==> config.mk <==
export PLATFORM = sky130hd
export DESIGN_NAME = rca_pipe_flat
export DESIGN_NICKNAME = d
export VERILOG_FILES = /design/src/rtl/rca_pipe_if.sv /design/src/rtl/rca_pipe.sv /design/src/flat_wrapper.sv
export SDC_FILE = /design/constraint.sdc
export NUM_CORES = 1
export LEC_CHECK = 0
export CELL_PAD_IN_SITES_DETAIL_PLACEMENT = 0
export CELL_PAD_IN_SITES_GLOBAL_PLACEMENT = 1
export CORE_MARGIN = 5
export CORE_UTILIZATION = 40
export CTS_BUF_LIST = sky130_fd_sc_hd__clkbuf_8
export DETAILED_ROUTE_END_ITERATION = 8
export GPL_TIMING_DRIVEN = 0
export PLACE_DENSITY = 0.76
export SKIP_LAST_GASP = 1
export SLEW_MARGIN = 0
export SYNTH_ARGS = -nofsm -noshare
export SYNTH_HDL_FRONTEND = slang
export SYNTH_SLANG_ARGS = --single-unit
==> constraint.sdc <==
create_clock -name clk -period 2.49 [get_ports clk]
set_input_delay 0.747 -clock clk [delete_from_list [all_inputs] [get_ports clk]]
set_output_delay 0.747 -clock clk [all_outputs]
set_load 0.005 [all_outputs]
==> src/rtl/rca_pipe_if.sv <==
// rca_pipe_if: input/output handshake bundle for the pipelined ripple-carry adder.
// The ovf signal exists only when RCA_PIPE_OVF_EN is defined.
interface rca_pipe_if #(
  parameter int WIDTH = 16
);
  logic             in_valid;
  logic             in_ready;
  logic [WIDTH-1:0] a;
  logic [WIDTH-1:0] b;
  logic             cin;
  logic             out_valid;
  logic             out_ready;
  logic [WIDTH-1:0] s;
  logic             cout;
`ifdef RCA_PIPE_OVF_EN
  logic             ovf;
`endif

  // Adder side: consumes operands, produces the sum.
  modport slave (
    input  in_valid, a, b, cin, out_ready,
    output in_ready, out_valid, s, cout
`ifdef RCA_PIPE_OVF_EN
    , output ovf
`endif
  );

  // Producer/consumer side: drives operands, takes the sum.
  modport master (
    output in_valid, a, b, cin, out_ready,
    input  in_ready, out_valid, s, cout
`ifdef RCA_PIPE_OVF_EN
    , input ovf
`endif
  );
endinterface

==> src/rtl/rca_pipe.sv <==
// rca_pipe: pipelined ripple-carry adder, s = a + b + cin (modulo 2^WIDTH), cout = bit WIDTH.
// WIDTH bits are split into STAGES chunks of WIDTH/STAGES bits; stage j ripples chunk j
// with the carry registered by stage j-1, so latency is STAGES cycles at one beat/cycle.
// Operands travel with their transaction so each stage finds its own chunk beside its carry.
// Each stage accepts a new beat whenever it is empty or its successor is moving, which
// collapses bubbles under backpressure.
// Optional feature: define RCA_PIPE_OVF_EN to add the signed-overflow output ovf.
module rca_pipe #(
  parameter int WIDTH  = 16,
  parameter int STAGES = 4
) (
  input logic       clk,
  input logic       rst,
  rca_pipe_if.slave bus
);
  localparam int C = WIDTH / STAGES;

  if (WIDTH < 1 || STAGES < 1 || STAGES > WIDTH || (WIDTH % STAGES) != 0) begin : g_cfg_check
    $error("rca_pipe: need WIDTH >= 1, 1 <= STAGES <= WIDTH and WIDTH %% STAGES == 0");
  end

  // Index 0 of each array is the input side; index j+1 is what stage j holds.
  logic [STAGES:0]  rdy;
  logic [STAGES:0]  vl;
  logic [WIDTH-1:0] ps   [STAGES+1];
  logic             cy   [STAGES+1];
  // Operands seen by stage j: index 0 is the input bus, index j is stage j-1's copy.
  logic [WIDTH-1:0] op_a [STAGES];
  logic [WIDTH-1:0] op_b [STAGES];

  assign vl[0]   = bus.in_valid;
  assign ps[0]   = '0;
  assign cy[0]   = bus.cin;
  assign op_a[0] = bus.a;
  assign op_b[0] = bus.b;

  // Ready ripples backwards from the consumer; an empty stage is always ready.
  always_comb begin
    rdy[STAGES] = bus.out_ready;
    for (int j = STAGES - 1; j >= 0; j--) begin
      rdy[j] = !vl[j+1] || rdy[j+1];
    end
  end

  assign bus.in_ready = rdy[0] && !rst;

  for (genvar j = 0; j < STAGES; j++) begin : g_stage
    localparam int LO = j * C;

    logic             v_q;
    logic [WIDTH-1:0] sum_q;
    logic [WIDTH-1:0] sum_n;
    logic             c_q;
    logic             c_n;

    // Ripple this stage's chunk one bit at a time from the incoming carry.
    always_comb begin
      sum_n = ps[j];
      c_n   = cy[j];
      for (int k = 0; k < C; k++) begin
        sum_n[LO+k] = op_a[j][LO+k] ^ op_b[j][LO+k] ^ c_n;
        c_n         = (op_a[j][LO+k] & op_b[j][LO+k]) |
                      (c_n & (op_a[j][LO+k] ^ op_b[j][LO+k]));
      end
    end

    // Advance when there is room downstream; data is captured only with a real beat.
    always_ff @(posedge clk) begin
      if (rst) begin
        v_q   <= 1'b0;
        sum_q <= '0;
        c_q   <= 1'b0;
      end else if (rdy[j]) begin
        v_q <= vl[j];
        if (vl[j]) begin
          sum_q <= sum_n;
          c_q   <= c_n;
        end
      end
    end

    assign vl[j+1] = v_q;
    assign ps[j+1] = sum_q;
    assign cy[j+1] = c_q;

    // The last stage consumes its operands, so only earlier stages forward them.
    if (j < STAGES - 1) begin : g_ops
      logic [WIDTH-1:0] a_q;
      logic [WIDTH-1:0] b_q;

      // Operands ride along unmodified with their transaction.
      always_ff @(posedge clk) begin
        if (rst) begin
          a_q <= '0;
          b_q <= '0;
        end else if (rdy[j] && vl[j]) begin
          a_q <= op_a[j];
          b_q <= op_b[j];
        end
      end

      assign op_a[j+1] = a_q;
      assign op_b[j+1] = b_q;
    end

`ifdef RCA_PIPE_OVF_EN
    if (j == STAGES - 1) begin : g_ovf
      logic ovf_q;
      logic c_msb;

      // Carry into the MSB recovered from the MSB's own sum bit.
      assign c_msb = sum_n[WIDTH-1] ^ op_a[j][WIDTH-1] ^ op_b[j][WIDTH-1];

      // Overflow is registered and stalled alongside s/cout.
      always_ff @(posedge clk) begin
        if (rst) begin
          ovf_q <= 1'b0;
        end else if (rdy[j] && vl[j]) begin
          ovf_q <= c_msb ^ c_n;
        end
      end

      assign bus.ovf = ovf_q;
    end
`endif
  end

  assign bus.out_valid = vl[STAGES];
  assign bus.s         = ps[STAGES];
  assign bus.cout      = cy[STAGES];
endmodule

==> src/flat_wrapper.sv <==
// flat-port wrapper written by rule: the top's interface ports become plain ports
module rca_pipe_flat 
#(
  parameter int WIDTH  = 16,
  parameter int STAGES = 4
)
  (clk, rst, bus_in_valid, bus_a, bus_b, bus_cin, bus_out_ready, bus_in_ready, bus_out_valid, bus_s, bus_cout);
  rca_pipe_if #(.WIDTH(WIDTH)) bus_i ();
  input logic clk;
  input logic rst;
  input wire logic [$bits(bus_i.in_valid)-1:0] bus_in_valid;
  input wire logic [$bits(bus_i.a)-1:0] bus_a;
  input wire logic [$bits(bus_i.b)-1:0] bus_b;
  input wire logic [$bits(bus_i.cin)-1:0] bus_cin;
  input wire logic [$bits(bus_i.out_ready)-1:0] bus_out_ready;
  output wire logic [$bits(bus_i.in_ready)-1:0] bus_in_ready;
  output wire logic [$bits(bus_i.out_valid)-1:0] bus_out_valid;
  output wire logic [$bits(bus_i.s)-1:0] bus_s;
  output wire logic [$bits(bus_i.cout)-1:0] bus_cout;
  assign bus_i.in_valid = bus_in_valid;
  assign bus_i.a = bus_a;
  assign bus_i.b = bus_b;
  assign bus_i.cin = bus_cin;
  assign bus_i.out_ready = bus_out_ready;
  assign bus_in_ready = bus_i.in_ready;
  assign bus_out_valid = bus_i.out_valid;
  assign bus_s = bus_i.s;
  assign bus_cout = bus_i.cout;
  rca_pipe #(.WIDTH(WIDTH), .STAGES(STAGES)) u_core (.clk(clk), .rst(rst), .bus(bus_i));
endmodule
# Yosys cells after proc, flatten, opt, wreduce, memory -nomap -nowiden
# Cells that the tools add are included.
# op_classes
bitwise_logic	80
n_reduce_logical	17
# ops
op	count
bitwise AND 1 bit	32
bitwise XOR 1 bit	32
bitwise OR 1 bit	16
AND reduction 2 bit	4
logical NOT 1 bit	5
logical AND 1 bit	4
logical OR 1 bit	4
# totals
register_bits	144
input_bits	37
out_inout_bits	19
wordCells	115

# Longest topological paths before layout
# Gate-level depths: netlist of run 1.
# depth
depth_word	9
ltp_mapped	9
ltp_nobuf	9

# Least setup slack after synthesis of run 1
# OpenSTA, ideal clock, no wires.
# synth_path
path_type	input port to flip-flop
from	in bus_cin
to	reg u_core.g_stage[0].sum_q[3]
setup_time_ps	86
arrival_ps	2490
t_required_ps	2404
setup_slack_ps	-86
stages	9
path_buffers	0
cell_sequence	inv_1 > fa_1 > inv_1 > fa_1 > fa_1 > inv_1 > fa_1 > o211a_1 > a211oi_1
# synth_via
elab_chain_len	7
# synth_rtl
item	line_no	source
start: declaration	flat_wrapper.sv:14	input wire logic [$bits(bus_i.cin)-1:0] bus_cin;
bitwise AND 1 bit	rca_pipe.sv:63	(c_n & (op_a[j][LO+k] ^ op_b[j][LO+k]));
bitwise OR 1 bit	rca_pipe.sv:62	c_n = (op_a[j][LO+k] & op_b[j][LO+k]) |
bitwise AND 1 bit	rca_pipe.sv:63	
bitwise OR 1 bit	rca_pipe.sv:62	
bitwise AND 1 bit	rca_pipe.sv:63	
bitwise OR 1 bit	rca_pipe.sv:62	
bitwise XOR 1 bit	rca_pipe.sv:61	sum_n[LO+k] = op_a[j][LO+k] ^ op_b[j][LO+k] ^ c_n;
end signal: assignment	rca_pipe.sv:76	sum_q <= sum_n;
end: declaration	rca_pipe.sv:51	logic [WIDTH-1:0] sum_q;
# No other way between the ends.
# A chain may end at the register's enable or synchronous reset.

# Worst setup path after layout of run 1
# layout_path
from	in bus_a[0]
to	reg u_core.g_stage[0].sum_q[3]
# layout_via
elab_chain_len	8
word_cells_on_any_way	9
classes_between	bitwise: 9
# layout_rtl
item	line_no	source
start: declaration	flat_wrapper.sv:12	input wire logic [$bits(bus_i.a)-1:0] bus_a;
bitwise XOR 1 bit	rca_pipe.sv:63	
bitwise AND 1 bit	rca_pipe.sv:63	
bitwise OR 1 bit (*)	rca_pipe.sv:62	
bitwise AND 1 bit (*)	rca_pipe.sv:63	
bitwise OR 1 bit (*)	rca_pipe.sv:62	
bitwise AND 1 bit (*)	rca_pipe.sv:63	
bitwise OR 1 bit (*)	rca_pipe.sv:62	
bitwise XOR 1 bit (*)	rca_pipe.sv:61	
# Mark *: on every way between the ends. The rest lies on a longest branch, timed or not.

==> results of run 1 <==
[power by group]
group | internal [uW] | total, uW | switching [uW]
sequential | 1610 | 1670 | 56.3
combinational | 190 | 418 | 229
clock | 565 | 1130 | 570
total | 2370 | 3220 | 855
[registers in the layout, indices dropped and copies added, names as in the netlist]
signal / flops
u_core.bus.s: 16
u_core.g_stage.sum_q: 24
u_core.bus.out_valid: 1
u_core.g_stage.g_ops.a_q: 24
u_core.g_stage.g_ops.b_q: 24
u_core.g_stage.c_q: 3
u_core.bus.cout: 1
u_core.g_stage.v_q: 3
[tightest hold or removal path: cells and delay by family (launching register included)]
kind / cells / cell delay (ns)
DFF: 1 / 0.33
buffers and inverters: 1 / 0.05
AOI/OAI and AO/OA: 1 / 0.05
[cell usage after synthesis, drive strengths merged]
cell    instances  area (sq um)
inv            34         127.6
o211a           3         30.03
a311oi          3         26.28
nand4b          1         23.77
a31oi          26         162.7
nand4          26         162.7
nor3b          26         195.2
buf            22         116.4
nand3b          1         7.510
nand2          49         186.4
a21oi          51         255.2
o311ai         26         227.7
o21ai          23         115.1
nand3          22         110.1
nor2b           2         12.51
clkbuf         34         127.6
a31o           14         122.6
fa             16         320.3
dfxtp          96          1922
nand2b         15         93.84
mux2i          18         180.2
a211oi          9         67.56
nor2            2         15.01
and4b           1         10.01
and2b           1         7.510
[worst paths after layout]
| kind | start | to | slack, ns |
|---|---|---|---|
| worst max register to register | u_core.g_stage[0].g_ops.b_q[4] | u_core.g_stage[1].sum_q[7] | 0.26 |
| worst min-delay path | u_core.g_stage[0].sum_q[0] | u_core.g_stage[0].sum_q[0] | 0.47 |
| worst max-delay path | bus_a[0] | u_core.g_stage[0].sum_q[3] | 0.07 |
| worst min register to register | u_core.g_stage[0].sum_q[0] | u_core.g_stage[0].sum_q[0] | 0.47 |
[layer usage]
metal | GRT usage (%) | up-vias
li1 | - | 2010
met1 | 24.78 | 1947
met2 | 30.55 | 127
met3 | 4.469 | 26
met4 | 6.308 | 0
met5 | 0 | -
[cell type report]
type / instances / area, sq um / share of cell area (%)
clock inverters: 7 / 96.34 / 1.725
flip-flops and latches: 96 / 1922 / 34.42
inverters: 34 / 127.6 / 2.285
multi-input cells: 335 / 2349 / 42.06
well taps: 143 / 178.9 / 3.204
repair buffers: 56 / 555.5 / 9.948
plain buffers: 52 / 231.5 / 4.145
clock buffers: 9 / 123.9 / 2.218
[metrics by stage]
stage | setup slack [ns] | total power [uW] | TNS (ns) | hold WS (ns) | std cells
CTS | -0.1153 | 3237 | -0.1153 | 0.4638 | 733
global route | 0.0007336 | 3369 | 0 | 0.4830 | 732
global placement | -0.6724 | 2105 | -1.999 | 0.4456 | 718
floorplan | -0.01085 | 1933 | -0.01085 | 0.4283 | 521
detailed placement | -0.6706 | 2115 | -2.025 | 0.4512 | 718
finish | 0.07362 | 3220 | 0 | 0.4656 | 732
[what timing repair did]
action                                  CTS  global route
hold buffers                              0             0
endpoints found under the setup margin    3             2
pin swaps                                 5             2
resized for setup                        16             2
buffers inserted                          2             0
[logic make-up (layout without fill, tap and decap cells)]
kind of cell / Yosys count / count (layout)
compound gates: 155 / 155
fa+ha+maj: 16 / 16
buf+inv: 90 / 158
flops: 96 / 96
mux: 18 / 18
simple gates: 146 / 146
==> results.md, run 1 <==
* Status: complete, no violations
* Port bufs at 54
* GRT Util Overall at around a fifth
* Root Driver: clkbuf_8
* Core area at approximately 11000 sq um
* Final core occ at about 49%
* Synth Area in Simple Gates at ~18%
* Most frequent cells in the layout: dfxtp_1 (96), a21oi_1 (51), clkdlybuf4s50_1 (49)
* Std-Cell Rows at 39
* Post-Synth Adder-Cell Area at 6.925%
* Library cells used by synthesis at 32
* Drt initial violations at ~360
* Synth Area in Compound Gates at between 20% and 30%
* Avg Cell Area, Syn at roughly 8.9 sq um
* DIE WIDTH at approximately 120 um
* Setup Crit Path Kind: input pin to register
* Max incr delay on CP at about 0.41 ns
* P&R area growth vs syn at 20.72%
* Register area share after synthesis at 41.55%
* Main combinational cell family by area after synthesis: compound AO/OA/AOI/OAI gates
* Slew HR at about half
* Worst path required time at approximately 2.8 ns
* Register bit total from synthesis at between 90 and 100
* Mux cell area share after synthesis at under 10%
* Period utilization at between 90% and 100%
* Slowest cell on crit path: fa_1
* WP depth at 10
* Total number of vias at about 4.1k
* # setup viols final at 0
* Share of layout cells above drive strength 1 at a little over a tenth
* Worst Setup End Kind: register
* Initial antenna violation count at 0
* Post-Synth XOR/XNOR Area at 0%
* First-pass GRT wire length at ~22000 um
* Drt wl/cell at 17.49 um
* Fmax at between 400 and 500 MHz
* Clock skew at roughly 0.013 ns
* Reg2Reg Depth at 8
* Worst path top cell family by delay: adder cells
* Ant diodes at 0
* Fillers at about 1.1k
* Synth warnings at 0
* Min Tclk post-route at about 2.4 ns
* Design Area, Final at 5584 sq um
* CTS buffer count at 9
* Grt total ovfl at 0
* Largest net degree at the start of global routing at 20
* Vias per Instance at 5.615
* Reg clk slew, reported paths at 0.10 ns
* # DRC at 0
* Worst Setup Start Kind: input pin
* Drt total wl at around 13000 um
* Final hold violation count at 0
* Power Dens Cells at between 500 and 600 nW/um^2
* Vias in the first global route at roughly 4.2k
* Post-Synthesis Net Count at ~570
* Max-cap viol count at 0
* Die height at between 100 and 150 um
* Static leakage at roughly 0.0019 uW
* Max Buffers Root-to-Sink at 2
* Top layer reached by signal wires: met4
* Gpl congestion at between 0.8 and 0.9
* Antenna Violating Nets Remaining at 0
* Placed cell area at 5350 sq um
* CTS tree: built
* Hold-critical path depth at 2
* CTS H-tree lvls at 3
* Fin nets at between 600 and 700
* WL met1 at between 5000 and 6000 um
* Worst IR Drop VDD at 0.0003061 V
* Worst-skew pair later-pin latency at 0.37 ns
* Mapped Area at 4626 sq um
* Worst path cell trace: dlygate4sd2_1, inv_2, fa_2, inv_2, fa_2, fa_2, inv_2, fa_1, o211a_1, a211oi_2
* Initial core utilization at between 40% and 50%
* DIE AREA at 13810 sq um
* Arr. time, crit path at around 2.7 ns
* Met3 WL post-DR at 747 um
* DP HPWL at about 9500 um
* HP Class: register to register
* Commonest non-fill, non-tap cell in the layout: dfxtp_1
* DR pass1 iterations at 6
* Met2 wire len at 5987 um
* # IOs at between 50 and 60
* RSZ-0062 raised after global routing: no
* Measured slew at the worst slew-check pin at ~0.74 ns
* Crit-path max FO at 1
* Slew Viols, Final at 0
* Clk sinks at 96
* WP buf/inv at 4
* Mapped Cells at 521
Power figures use the tool's default switching activity.
==> run 2, diff against run 1 <==
--- a/config.mk
+++ b/config.mk
@@ -13,6 +13,7 @@
 export DETAILED_ROUTE_END_ITERATION = 8
 export GPL_TIMING_DRIVEN = 0
 export PLACE_DENSITY = 0.76
+export SETUP_SLACK_MARGIN = 0.4
 export SKIP_LAST_GASP = 1
 export SLEW_MARGIN = 0
 export SYNTH_ARGS = -nofsm -noshare
==> run 2 against run 1 <==
Clock skew is 0.00083 ns lower. Sequential cell count stayed put. Register-to-register slack better by 0.12 ns. Largest power group unchanged. Highest routed layer unchanged. Global-route usage is 0.16 points higher. Utilization is 1.3 points higher. Combinational power is 7.7% higher. Die area stayed put. First-iteration DRC count is 24% lower. Non-clock buffer count is 11 higher. Final cell count is 1.5% higher.
==> results.md, run 2 (synthesis results as in run 1) <==
* Vias in the first global route at 4306 (+3.0%)
* DIE WIDTH at 117.5 um (unchanged)
* Final core occ at 50.39% (+1.3 points)
* CTS buffer count at 9 (unchanged)
* Share of layout cells above drive strength 1 at 17.67% (+6.8 points)
* Antenna Violating Nets Remaining at 0 (unchanged)
* Largest net degree at the start of global routing at 15 (-25%)
* Slowest cell on crit path: fa_1
* P&R area growth vs syn at 23.86%
* Clock skew at 0.01215 ns (-0.0008264 ns)
* # DRC at 0 (unchanged)
* Grt total ovfl at 0 (unchanged)
* HP Class: register to register
* Min Tclk post-route at 2.266 ns (-0.1507 ns)
* Largest registers: u_core.g_stage.g_ops.a_q (24), u_core.g_stage.g_ops.b_q (24), u_core.g_stage.sum_q (24)
* DP HPWL at 9475 um (-0.19%)
* CP dominant cell by count: fa_2
* Commonest non-fill, non-tap cell in the layout: dfxtp_1
* Period utilization at 90.99% (-6.1 points)
* Drt total wl at 12880 um (+0.61%)
* RSZ-0062 raised after global routing: yes
* Measured slew at the worst slew-check pin at 0.6872 ns (-0.05780 ns)
* Worst Setup Start Kind: input pin
* Status: complete, no violations
* Worst path required time at 2.78 ns (about the same)
* Worst-skew pair later-pin latency at 0.36 ns (about the same)
* Total number of vias at 4123 (+0.32%)
* Max incr delay on CP at 0.40 ns (about the same)
* Fillers at 1138 (+1.4%)
* Hold EP: u_core.g_stage[0].sum_q[0]
* Final hold violation count at 0 (unchanged)
* Hold-critical path depth at 2 (unchanged)
* Max-cap viol count at 0 (unchanged)
* Ant diodes at 0 (unchanged)
* Crit-path max FO at 1 (unchanged)
* Slew Viols, Final at 0 (unchanged)
* Worst path cell trace: buf_8, inv_8, fa_2, inv_2, fa_2, fa_2, inv_2, fa_1, o211a_1, a211oi_2
* Pwr Total at 3096 uW (-3.8%)
* # hold bufs at CTS at 0 (unchanged)
* Root Driver: clkbuf_8
* Worst R2R Setup Slack at 0.38 ns (+0.12 ns)
* Slew HR at 54.19% (+3.9 points)
* Worst IR Drop VDD at 0.0002870 V (-6.2%)
* Power Dens Cells at 540.4 nW/um^2 (-6.3%)
* Arr. time, crit path at 2.55 ns (-0.17 ns)
* Initial core utilization at 40.68% (unchanged)
* DIE AREA at 13810 sq um (unchanged)
* Worst Setup End Kind: register
* Critical R2R Capture: u_core.g_stage[1].sum_q[7]
* Most frequent cells in the layout: dfxtp_1 (89), a21oi_1 (50), nand2_1 (48)
* Drt wl/cell at 17.33 um (-0.88%)
* GRT Util Overall at 19.02% (+0.16 points)
* Clk sinks at 96 (unchanged)
* Initial antenna violation count at 0 (unchanged)
* # IOs at 56 (unchanged)
* Std-Cell Rows at 39 (unchanged)
* DR pass1 iterations at 5 (-1)
* Max Buffers Root-to-Sink at 2 (unchanged)
* CTS H-tree lvls at 3 (unchanged)
* RR Startpoint: u_core.g_stage[0].g_ops.b_q[4]
* Die height at 117.5 um (unchanged)
* Setup Crit Path Kind: input pin to register
* Min-delay src: u_core.g_stage[0].sum_q[0]
* CTS tree: built
* Fmax at 441.4 MHz (+6.7%)
* Reg2Reg Depth at 8 (unchanged)
* First-pass GRT wire length at 22120 um (+2.2%)
* Fin nets at 648 (+1.7%)
* Static leakage at 0.002019 uW (+4.0%)
* Vias per Instance at 5.549 (-1.2%)
* Drt initial violations at 274 (-24%)
* # setup viols final at 0 (unchanged)
* Gpl congestion at 0.8161 (-0.66%)
* Port bufs at 54 (unchanged)
* Core area at 11370 sq um (unchanged)
* Reg clk slew, reported paths at 0.10 ns (about the same)
run 2: cell count changes in the layout (fill, tap and decap cells not counted), sizes merged:
cell	before	now
bufinv	2	0
dlygate4sd2	3	2
clkinvlp	3	1
clkinv	2	1
dlymetal6s2s	1	0
clkdlybuf4s50	49	47
inv	34	36
clkdlybuf4s15	1	0
clkbuf	42	48
buf	21	34
run 2: stage by stage:
stage / instance area, sq um / setup TNS, ns / hold WS [ns] / instances / worst slack, ns
floorplan: 4669 / -0.009433 / 0.4283 / 521 / -0.009433
global placement: 5389 / -2.181 / 0.4457 / 718 / -0.6576
detailed placement: 5389 / -2.655 / 0.4525 / 718 / -0.6708
CTS: 5623 / 0 / 0.4663 / 736 / 0.1860
global route: 5729 / 0 / 0.4846 / 743 / 0.1556
finish: 5729 / 0 / 0.4598 / 743 / 0.2243
run 2: power breakdown:
group          switching, uW  total, uW  internal (uW)  leakage, uW
logic                    237        450            212      0.00113
registers               56.4       1670           1610     0.000788
clock network            540        978            438     0.000101
total                    834       3100           2260      0.00202
run 2: worst max path at each step:
stage                              from                          to  slack, ns  depth (start not counted)
after floorplan                bus_a[0]  u_core.g_stage[0].sum_q[3]     -0.009                          9
after global placement    bus_out_ready                bus_in_ready      -0.66                          5
after detailed placement  bus_out_ready                bus_in_ready      -0.67                          5
after CTS                       bus_cin  u_core.g_stage[0].sum_q[3]       0.19                         10
after global routing           bus_b[0]  u_core.g_stage[0].sum_q[3]       0.16                         10
final                           bus_cin  u_core.g_stage[0].sum_q[3]       0.22                         10
run 2: area by class of cell:
type / instances / area [sq um] / share of cell area (%)
plain buffers: 56 / 309.0 / 5.394
clock inverters: 4 / 20.02 / 0.3494
repair buffers: 63 / 606.8 / 10.59
flip-flops and latches: 96 / 1931 / 33.70
well taps: 143 / 178.9 / 3.123
inverters: 34 / 135.1 / 2.359
clock buffers: 12 / 165.2 / 2.883
multi-input cells: 335 / 2384 / 41.60
run 2: repair_timing:
action,4_1_cts,5_1_grt
resized for setup,49,28
setup endpoints to repair,31,18
gates cloned,0,0
pin swaps,8,9
setup buffers,2,7
run 2: per-layer routing:
metal	part of all wire, %	global-route usage (%)	vias up
li1	-	-	2037
met1	46	24.97	1967
met2	48	31.93	109
met3	4.7	3.075	10
met4	1.2	6.237	0
met5	0	0	-
run 2: worst max-delay path, delay by kind of cell:
| kind | cells | cell delay (ns) |
|---|---|---|
| AO/OA/AOI/OAI | 2 | 0.28 |
| adder cells (fa/ha/maj) | 4 | 1.28 |
| buffers and inverters | 4 | 0.25 |
==> run 3, diff against run 2 <==
--- a/config.mk
+++ b/config.mk
@@ -7,12 +7,14 @@
 export LEC_CHECK = 0
 export CELL_PAD_IN_SITES_DETAIL_PLACEMENT = 0
 export CELL_PAD_IN_SITES_GLOBAL_PLACEMENT = 1
+export CORE_ASPECT_RATIO = 1.5
 export CORE_MARGIN = 5
 export CORE_UTILIZATION = 40
 export CTS_BUF_LIST = sky130_fd_sc_hd__clkbuf_8
 export DETAILED_ROUTE_END_ITERATION = 8
 export GPL_TIMING_DRIVEN = 0
 export PLACE_DENSITY = 0.76
+export REMOVE_ABC_BUFFERS = 1
 export SETUP_SLACK_MARGIN = 0.4
 export SKIP_LAST_GASP = 1
 export SLEW_MARGIN = 0
==> run 3 against run 2 <==
Combinational power decreased by 8.4%. Worst setup slack improved by 0.056 ns. Fmax increased by 2.5%. Global-route usage decreased by 2.7 points. Clock power increased by 11%.
==> results.md, run 3 (synthesis results as in run 1) <==
* Vias in the first global route at 3763 (-13%)
* Ant diodes at 0 (unchanged)
* Fin nets at 596 (-8.0%)
* Commonest non-fill, non-tap cell in the layout: dfxtp_1
* Drt wl/cell at 16.08 um (-7.2%)
* Worst Setup Start Kind: input pin
* Initial core utilization at 40.54% (-0.15 points)
* Crit-path max FO at 1 (unchanged)
* Std-Cell Rows at 48 (+23%)
* Internal Power at 2396 uW (+5.9%)
* Arr. time, crit path at 2.49 ns (-0.06 ns)
* # DRC at 0 (unchanged)
* Worst path required time at 2.77 ns (about the same)
* Final core occ at 49.35% (-1.0 points)
* Max Buffers Root-to-Sink at 2 (unchanged)
* First-pass GRT wire length at 18700 um (-15%)
* Fin cells at 696 (-6.3%)
* Grt total ovfl at 0 (unchanged)
* Placed Instances at 674 (-6.1%)
* Worst IR Drop VDD at 0.0003256 V (+13%)
* # IOs at 56 (unchanged)
* Worst path cell trace: buf_6, inv_4, fa_2, inv_2, fa_2, fa_2, inv_2, fa_1, o211a_1, a211oi_2
* Antenna Violating Nets Remaining at 0 (unchanged)
* Max incr delay on CP at 0.39 ns (about the same)
* Clock share of power at 34.4% (+2.8 points)
* CTS buffer count at 9 (unchanged)
* CP dominant cell by count: fa_2
* Largest net degree at the start of global routing at 87 (+72)
* DR pass1 iterations at 5 (unchanged)
* Max-cap viol count at 0 (unchanged)
* Placed cell area at 5199 sq um (-3.5%)
* Core area at 11410 sq um (+0.36%)
* Die height at 141.7 um (+21%)
* Setup TNS at 0 ns (unchanged)
* Sequential Power Share at 52.7% (-1.2 points)
* Status: complete, no violations
* Largest registers: u_core.g_stage.g_ops.a_q (24), u_core.g_stage.g_ops.b_q (24), u_core.g_stage.sum_q (24)
* HP Class: register to register
* Measured slew at the worst slew-check pin at 0.8480 ns (+0.1608 ns)
* RSZ-0062 raised after global routing: yes
* Slowest cell on crit path: fa_1
* Period utilization at 88.74% (-2.2 points)
* WP buf/inv at 4 (unchanged)
* DIE WIDTH at 97.81 um (-17%)
* Root Driver: clkbuf_8
* Setup Crit Path Kind: input pin to register
* Worst Setup End Kind: register
* GRT Util Overall at 16.34% (-2.7 points)
* Slew HR at 43.47% (-11 points)
* Most frequent cells in the layout: dfxtp_1 (87), a21oi_1 (49), nand2_1 (48)
* Drt total wl at 11190 um (-13%)
* DIE AREA at 13860 sq um (+0.33%)
* Total number of vias at 3854 (-6.5%)
* DP HPWL at 6602 um (-30%)
* Clock skew at 0.008033 ns (-0.004116 ns)
* Combinational share of power at 13.0% (-1.5 points)
* Share of layout cells above drive strength 1 at 16.30% (-1.4 points)
* Clk sinks at 96 (unchanged)
* Static leakage at 0.001967 uW (-2.5%)
* Final hold violation count at 0 (unchanged)
* Switching Share at 24.43% (-2.5 points)
* Worst-skew pair later-pin latency at 0.36 ns (about the same)
* CTS tree: built
* Drt initial violations at 223 (-19%)
* P_sw at 774.3 uW (-7.2%)
* Power Dens Cells at 562.9 nW/um^2 (+4.2%)
* Fmax at 452.6 MHz (+2.5%)
* Slew Viols, Final at 0 (unchanged)
* Worst path top cell family by delay: adder cells
* P&R area growth vs syn at 21.75%
* Initial antenna violation count at 0 (unchanged)
* Design Area, Final at 5632 sq um (-1.7%)
* Min Tclk post-route at 2.210 ns (-0.05600 ns)
* Vias per Instance at 5.537 (-0.21%)
* Reg clk slew, reported paths at 0.09 ns (about the same)
* CTS H-tree lvls at 3 (unchanged)
* # setup viols final at 0 (unchanged)
* Port bufs at 55 (+1.9%)
* Fillers at 1122 (-1.4%)
* Gpl congestion at 0.7453 (-8.7%)
==> run 3: cell types whose count changed in the layout (fill, tap and decap cells not counted), moves of 3 or more <==
cell	change
clkbuf_1	-27
buf_2	-9
buf_4	-7
clkbuf_2	-7
buf_12	+4
inv_1	-4
buf_6	-3
buf_8	-3
==> run 3: stage by stage <==
stage          hold slack (ns)  worst slack [ns]  total power [uW]
2_1_floorplan           0.4257          -0.08866              1886
3_3_place_gp            0.4427            -3.827              2053
3_5_place_dp            0.4475           -0.7389              2077
4_1_cts                 0.4607            0.2238              3189
5_1_grt                 0.4809            0.2389              3324
6_report                0.4631            0.2803              3170
==> run 3: final timing paths <==
kind                                    from                    endpoint  slack [ns]  depth (start not counted)
min               u_core.g_stage[0].sum_q[0]  u_core.g_stage[0].sum_q[0]        0.46                          2
max reg2reg  u_core.g_stage[2].g_ops.b_q[12]            u_core.bus.s[15]        0.41                          8
min reg2reg       u_core.g_stage[0].sum_q[0]  u_core.g_stage[0].sum_q[0]        0.46                          2
max                                  bus_cin  u_core.g_stage[0].sum_q[3]        0.28                         10
==> run 3: power groups by stage <==
| stage | combinational, uW | sequential [uW] | clock [uW] |
|---|---|---|---|
| final | 412 | 1670 | 1090 |
| after global routing | 455 | 1680 | 1190 |
| after detailed placement | 373 | 1700 | 0 |
| after floorplan | 194 | 1690 | 0 |
| after CTS | 401 | 1670 | 1120 |
| after global placement | 346 | 1710 | 0 |
==> run 3: worst register-to-register path: cells and delay by family (launching register included) <==
| kind | cells | cell delay [ns] |
|---|---|---|
| flip-flops | 1 | 0.33 |
| adder cells (fa/ha/maj) | 4 | 1.25 |
| AO/OA/AOI/OAI | 1 | 0.25 |
| buffers and inverters | 3 | 0.17 |
==> run 3: timing repair <==
item                                    4_1_cts  5_1_grt
hold buffers                                  0        0
buffers inserted                              1        4
pin swaps                                     9        9
endpoints found under the setup margin       79       28
gates cloned                                  3        0
gates resized for setup                      55       19
==> run 3: per-layer routing <==
metal	GRT usage, %	routed length (um)	share of wire [%]	up-vias
li1	-	-	-	1927
met1	19.35	4748	42	1851
met2	29.53	5941	53	67
met3	2.951	340	3.0	9
met4	5.689	159	1.4	0
met5	0	0	0	-
==> run 3: area by class of cell <==
class,instances,area (sq um),share of cell area [%]
multi-input cells,336,2415,42.88
flip-flops and latches,96,1938,34.41
repair buffers,66,750.7,13.33
well taps,150,187.7,3.333
clock buffers,10,137.6,2.444
inverters,34,132.6,2.355
clock inverters,4,70.07,1.244
